==> src/rtl/seg_scan_ctrl.sv <==
// seg_scan_ctrl: multiplexed digit scanner with blanking gaps, frame-synchronous score commit and leading-zero blanking
module seg_scan_ctrl #(
  parameter int NUM_DIGITS   = 4,
  parameter int REFRESH_DIV  = 50000,
  parameter int BLANK_CYCLES = 500
) (
  input  logic                    clk,
  input  logic                    rst,
  input  logic [4*NUM_DIGITS-1:0] iValue,
  input  logic                    iLoad,
  input  logic                    iLzb,
  output logic [3:0]              oNum,
  output logic [NUM_DIGITS-1:0]   oDigitEn,
  output logic                    oPending,
  output logic                    oFrame
);
  localparam int CW = $clog2(REFRESH_DIV);
  localparam int IW = NUM_DIGITS > 1 ? $clog2(NUM_DIGITS) : 1;
  typedef enum logic {BLANK, SHOW} state_t;
  state_t state, nState;
  logic [CW-1:0] cnt, nCnt;
  logic [IW-1:0] idx, nIdx;
  logic [NUM_DIGITS-1:0][3:0] display, nDisplay, shadow;
  logic [NUM_DIGITS-1:0] zeroFrom, nEn;
  logic [3:0] nNum;
  logic nFrame, commit, suppress, z;
  always_ff @(posedge clk or posedge rst)
    if (rst) begin
      state    <= BLANK;
      cnt      <= '0;
      idx      <= '0;
      display  <= '0;
      shadow   <= '0;
      oNum     <= '0;
      oDigitEn <= '1;
      oPending <= 1'b0;
      oFrame   <= 1'b0;
    end else begin
      state    <= nState;
      cnt      <= nCnt;
      idx      <= nIdx;
      display  <= nDisplay;
      shadow   <= iLoad ? iValue : shadow;
      oNum     <= nNum;
      oDigitEn <= nEn;
      oPending <= iLoad | (oPending & ~commit);
      oFrame   <= nFrame;
    end
  // zeroFrom[k]: nibbles k..top of the committed value are all zero
  always_comb begin
    zeroFrom = '0;
    z = 1'b1;
    for (int k = NUM_DIGITS - 1; k >= 0; k--) begin
      z = z & (display[k] == 4'd0);
      zeroFrom[k] = z;
    end
  end
  assign suppress = iLzb && idx != '0 && zeroFrom[idx];
  always_comb begin
    nState   = state;
    nCnt     = cnt + 1'b1;
    nIdx     = idx;
    nDisplay = display;
    nNum     = oNum;
    nFrame   = 1'b0;
    commit   = 1'b0;
    if (state == BLANK) begin
      nState = cnt == CW'(BLANK_CYCLES - 1) ? SHOW : BLANK;
    end else if (cnt == CW'(REFRESH_DIV - 1)) begin
      nState   = BLANK;
      nCnt     = '0;
      nIdx     = idx == IW'(NUM_DIGITS - 1) ? '0 : idx + 1'b1;
      commit   = nIdx == '0 && oPending;
      nDisplay = commit ? shadow : display;
      nNum     = nDisplay[nIdx];
      nFrame   = commit;
    end
    nEn = (nState == SHOW && !suppress) ? ~(NUM_DIGITS'(1) << idx) : '1;
  end
endmodule
==> config.mk <==
export PLATFORM = sky130hd
export DESIGN_NAME = seg_scan_ctrl
export DESIGN_NICKNAME = d
export VERILOG_FILES = /design/src/rtl/seg_scan_ctrl.sv
export SDC_FILE = /design/constraint.sdc
export NUM_CORES = 1
export LEC_CHECK = 0
export ABC_AREA = 1
export CAP_MARGIN = 15
export CORE_AREA = 2 2 130 69
export DETAILED_ROUTE_END_ITERATION = 16
export DIE_AREA = 0 0 132 71
export SYNTH_ARGS = -nofsm -noshare
export SYNTH_HDL_FRONTEND = slang
export SYNTH_SLANG_ARGS = --single-unit
==> constraint.sdc <==
create_clock -name clk -period 4.2 [get_ports clk]
set_clock_uncertainty 0.05 [all_clocks]
set_input_delay 1.05 -clock clk [delete_from_list [all_inputs] [get_ports clk]]
set_output_delay 1.05 -clock clk [all_outputs]
set_load 0.1 [all_outputs]
==> flow_metrics.env <==
export IMPL_start_util=0.387
export IMPL_clk_path_buf_depth=2
export IMPL_crit_path_max_incr_delay_ns=1.12
export IMPL_yosys_warnings=0
export IMPL_final_setup_tns_ns=0
export IMPL_numCtsBuffers=9
export IMPL_slew_limit_headroom=0.353
export IMPL_hold_class="reg2reg"
export IMPL_antenna_cells=0
export IMPL_maxCapViolations=0
export IMPL_clock_latency_ns=0.34
export IMPL_num_rows=24
export IMPL_slew_viol_final=0
export IMPL_critical_path_max_fanout=1
export IMPL_postCtsHoldBufs=0
export IMPL_syn_mean_instance_area_um2=7.92
export IMPL_rsz0062_at_grt="false"
export IMPL_core_area_um2=8320
export IMPL_hold_violations=0
export IMPL_critPathSlowestCell="clkdlybuf4s50_1"
export IMPL_cp_end_kind="primary output"
export IMPL_fillCellCount=850
export IMPL_dp_cells=542
export IMPL_antenna_found_initial=0
export IMPL_cts_sinks=61
export IMPL_syn_num_nets=432
export IMPL_syn_instance_count=407
export IMPL_synth_cell_types=31
export IMPL_path_clk_slew_ns=0.05
export IMPL_synth_top_cell_area_share=0.443
export IMPL_start_kind="flop"
export IMPL_synth_ff_type="dfrtp_1"
export IMPL_first_global_vias=2384
export IMPL_async_flop_share=1.00
export IMPL_finalCriticalPeriod_ns=3.06
export IMPL_gp_congestion=0.859
export IMPL_syn2layout_area_growth_pct=20.9
export IMPL_yosys_area_top_type="dfrtp_1"
export IMPL_crit_family="buffers and inverters"
export IMPL_crit_path_cell_trace="clkdlybuf4s50_1"
export IMPL_clock_fmax_ghz=0.327
export IMPL_finalNetCount=462
export IMPL_io_buffers=29
export IMPL_place_hpwl_um=5440
export IMPL_path_class="reg2out"
export IMPL_fin_ws_ns=1.14
export IMPL_postCtsSetupBuffers=0
export IMPL_worstMarginPinSlew_ns=0.967
export IMPL_num_io_pins=30
export IMPL_vias=2592
export IMPL_antenna_left=0
export IMPL_design_die_area_um2=9370
export IMPL_grt_overflow_total=0
export IMPL_cts_max_level=3
export IMPL_p_switching_uw=311
export IMPL_power_density_nw_per_um2=362
export IMPL_drive_gt1_frac=0.120
export IMPL_grt_pass1_wl_um=12400
export IMPL_die_y_um=71
export IMPL_via_per_inst=4.64
export IMPL_cp_required_ns=3.10
export IMPL_cp_arrival_ns=1.96
export IMPL_yosys_top_cells_area="dfrtp_1 (44%), nand2_1 (17%), nand3_1 (5.9%), inv_1 (4.9%), o21ai_2 (4.9%)"
export IMPL_power_frac_clock=0.528
export IMPL_fin_crit_sh=0.729
export IMPL_switching_share=0.220
export IMPL_wl_per_cell_um=13.3
export IMPL_status="complete, no violations"
export IMPL_final_cells=559
export IMPL_drc=0
export IMPL_setup_viol=0
export IMPL_p_seq_frac=0.435
export IMPL_ir_drop_mv=0.183
export IMPL_syn_area_um2=3220
export IMPL_combPwrFrac=0.037
export IMPL_power_leakage_uw=0.00195
export IMPL_cts_root_buf="clkbuf_16"
export IMPL_cts_tree="yes"
export IMPL_synth_edf_count=0
export IMPL_cts_resized=0
export IMPL_routed_wl_um=7440
export IMPL_p_int_uw=1100
export IMPL_path_buf_inv=1
export IMPL_grt_max_degree=52
export IMPL_synth_seq_cells=61
export IMPL_yosysSeqAreaShare=0.475
export IMPL_drt_pass1_iter_count=5
export IMPL_grt_usage=0.176
export IMPL_dp_slack_ns=1.48
export IMPL_die_w_um=132
export IMPL_drt_iter0_drc=236
per-layer routing:
metal	routed length, µm	share of wire	vias up	global-route usage
li1	-	-	1331	-
met1	4380	0.59	1179	0.302
met2	2430	0.33	75	0.188
met3	556	0.075	7	0.0559
met4	70	0.0094	0	0.0652
met5	0	0	-	0
metrics by stage:
| step | utilization | power (µW) | hold WS (ns) | cell area (µm²) |
|---|---|---|---|---|
| 3_5_place_dp | 0.430 | 674 | 0.410 | 3570 |
| 4_1_cts | 0.466 | 1430 | 0.418 | 3880 |
| 2_1_floorplan | - | 642 | 0.380 | 3220 |
| 6_report | 0.468 | 1410 | 0.408 | 3900 |
| 5_1_grt | 0.468 | 1460 | 0.428 | 3900 |
| 3_3_place_gp | 0.430 | 673 | 0.401 | 3570 |
cells in the mapped netlist (2+ instances only):
master / number
nand3_4: 2
ha_1: 5
nand3_1: 38
nand2_1: 144
clkinv_1: 2
and2_1: 5
nor2_1: 38
o21ai_0: 13
nand2_2: 3
xor2_1: 5
a21oi_1: 3
clkbuf_1: 3
buf_6: 5
dfstp_2: 4
xnor2_1: 2
o21ai_2: 18
o21a_1: 3
nand4_1: 2
buf_2: 2
dfrtp_1: 57
inv_1: 42
buf_4: 2
sequential cells by signal (all words and copies together) (netlist names):
register and count:
cnt 16, display 16, shadow 16, oDigitEn 4, oNum 4, idx 2
oFrame 1, oPending 1, state 1
area by class of cell:
cell class | instances | area, µm² | share of cell area
inverter | 45 | 169 | 0.0434
tap | 117 | 146 | 0.0376
sequential | 61 | 1530 | 0.393
clock buffer | 10 | 239 | 0.0613
clock inverter | 6 | 62.6 | 0.0161
multi-input combinational | 289 | 1430 | 0.367
timing repair buffer | 31 | 318 | 0.0816
final timing paths:
check	from	endpoint	slack [ns]	cells past startpoint
worst min-delay path	cnt[0]$_DFF_PP0_	cnt[0]$_DFF_PP0_	0.41	1
worst min register to register	cnt[0]$_DFF_PP0_	cnt[0]$_DFF_PP0_	0.41	1
worst max-delay path	oDigitEn[1]$_DFF_PP1_	oDigitEn[1]	1.14	1
min in group asynchronous	rst	shadow[4]$_DFFE_PP0P_	0.90	2
worst max register to register	idx[0]$_DFFE_PP0P_	oNum[3]$_DFFE_PP0P_	2.17	9
max in group asynchronous	rst	oDigitEn[3]$_DFF_PP1_	2.65	3
power groups by stage:
stage	Combinational [µW]	Sequential, µW	Clock (µW)
after floorplan	24.8	617	0
after global placement	50.4	623	0
after detailed placement	51.2	622	0
after CTS	51.3	612	762
after global routing	60.6	614	783
final	52.2	613	744
cells by family (layout without fill, tap and decap cells):
family,after synthesis,count (layout),share of synthesized area
buffers and inverters,57,92,0.0811
adder cells (fa/ha/maj),5,5,0.0194
AND/OR/NAND/NOR,239,239,0.322
AO/OA/AOI/OAI,38,38,0.0831
flip-flops,61,61,0.475
XOR/XNOR,7,7,0.0190
placed cells by master, fill, tap and decap left out, drive strengths merged, types with 5 or more instances in the layout:
cell type / instances
nor2: 40
dfrtp: 57
and2: 6
clkbuf: 10
clkdlybuf4s50: 29
xor2: 5
nand3: 41
o21ai: 31
nand2: 147
inv: 43
ha: 5
Power figures use the tool's default switching activity.
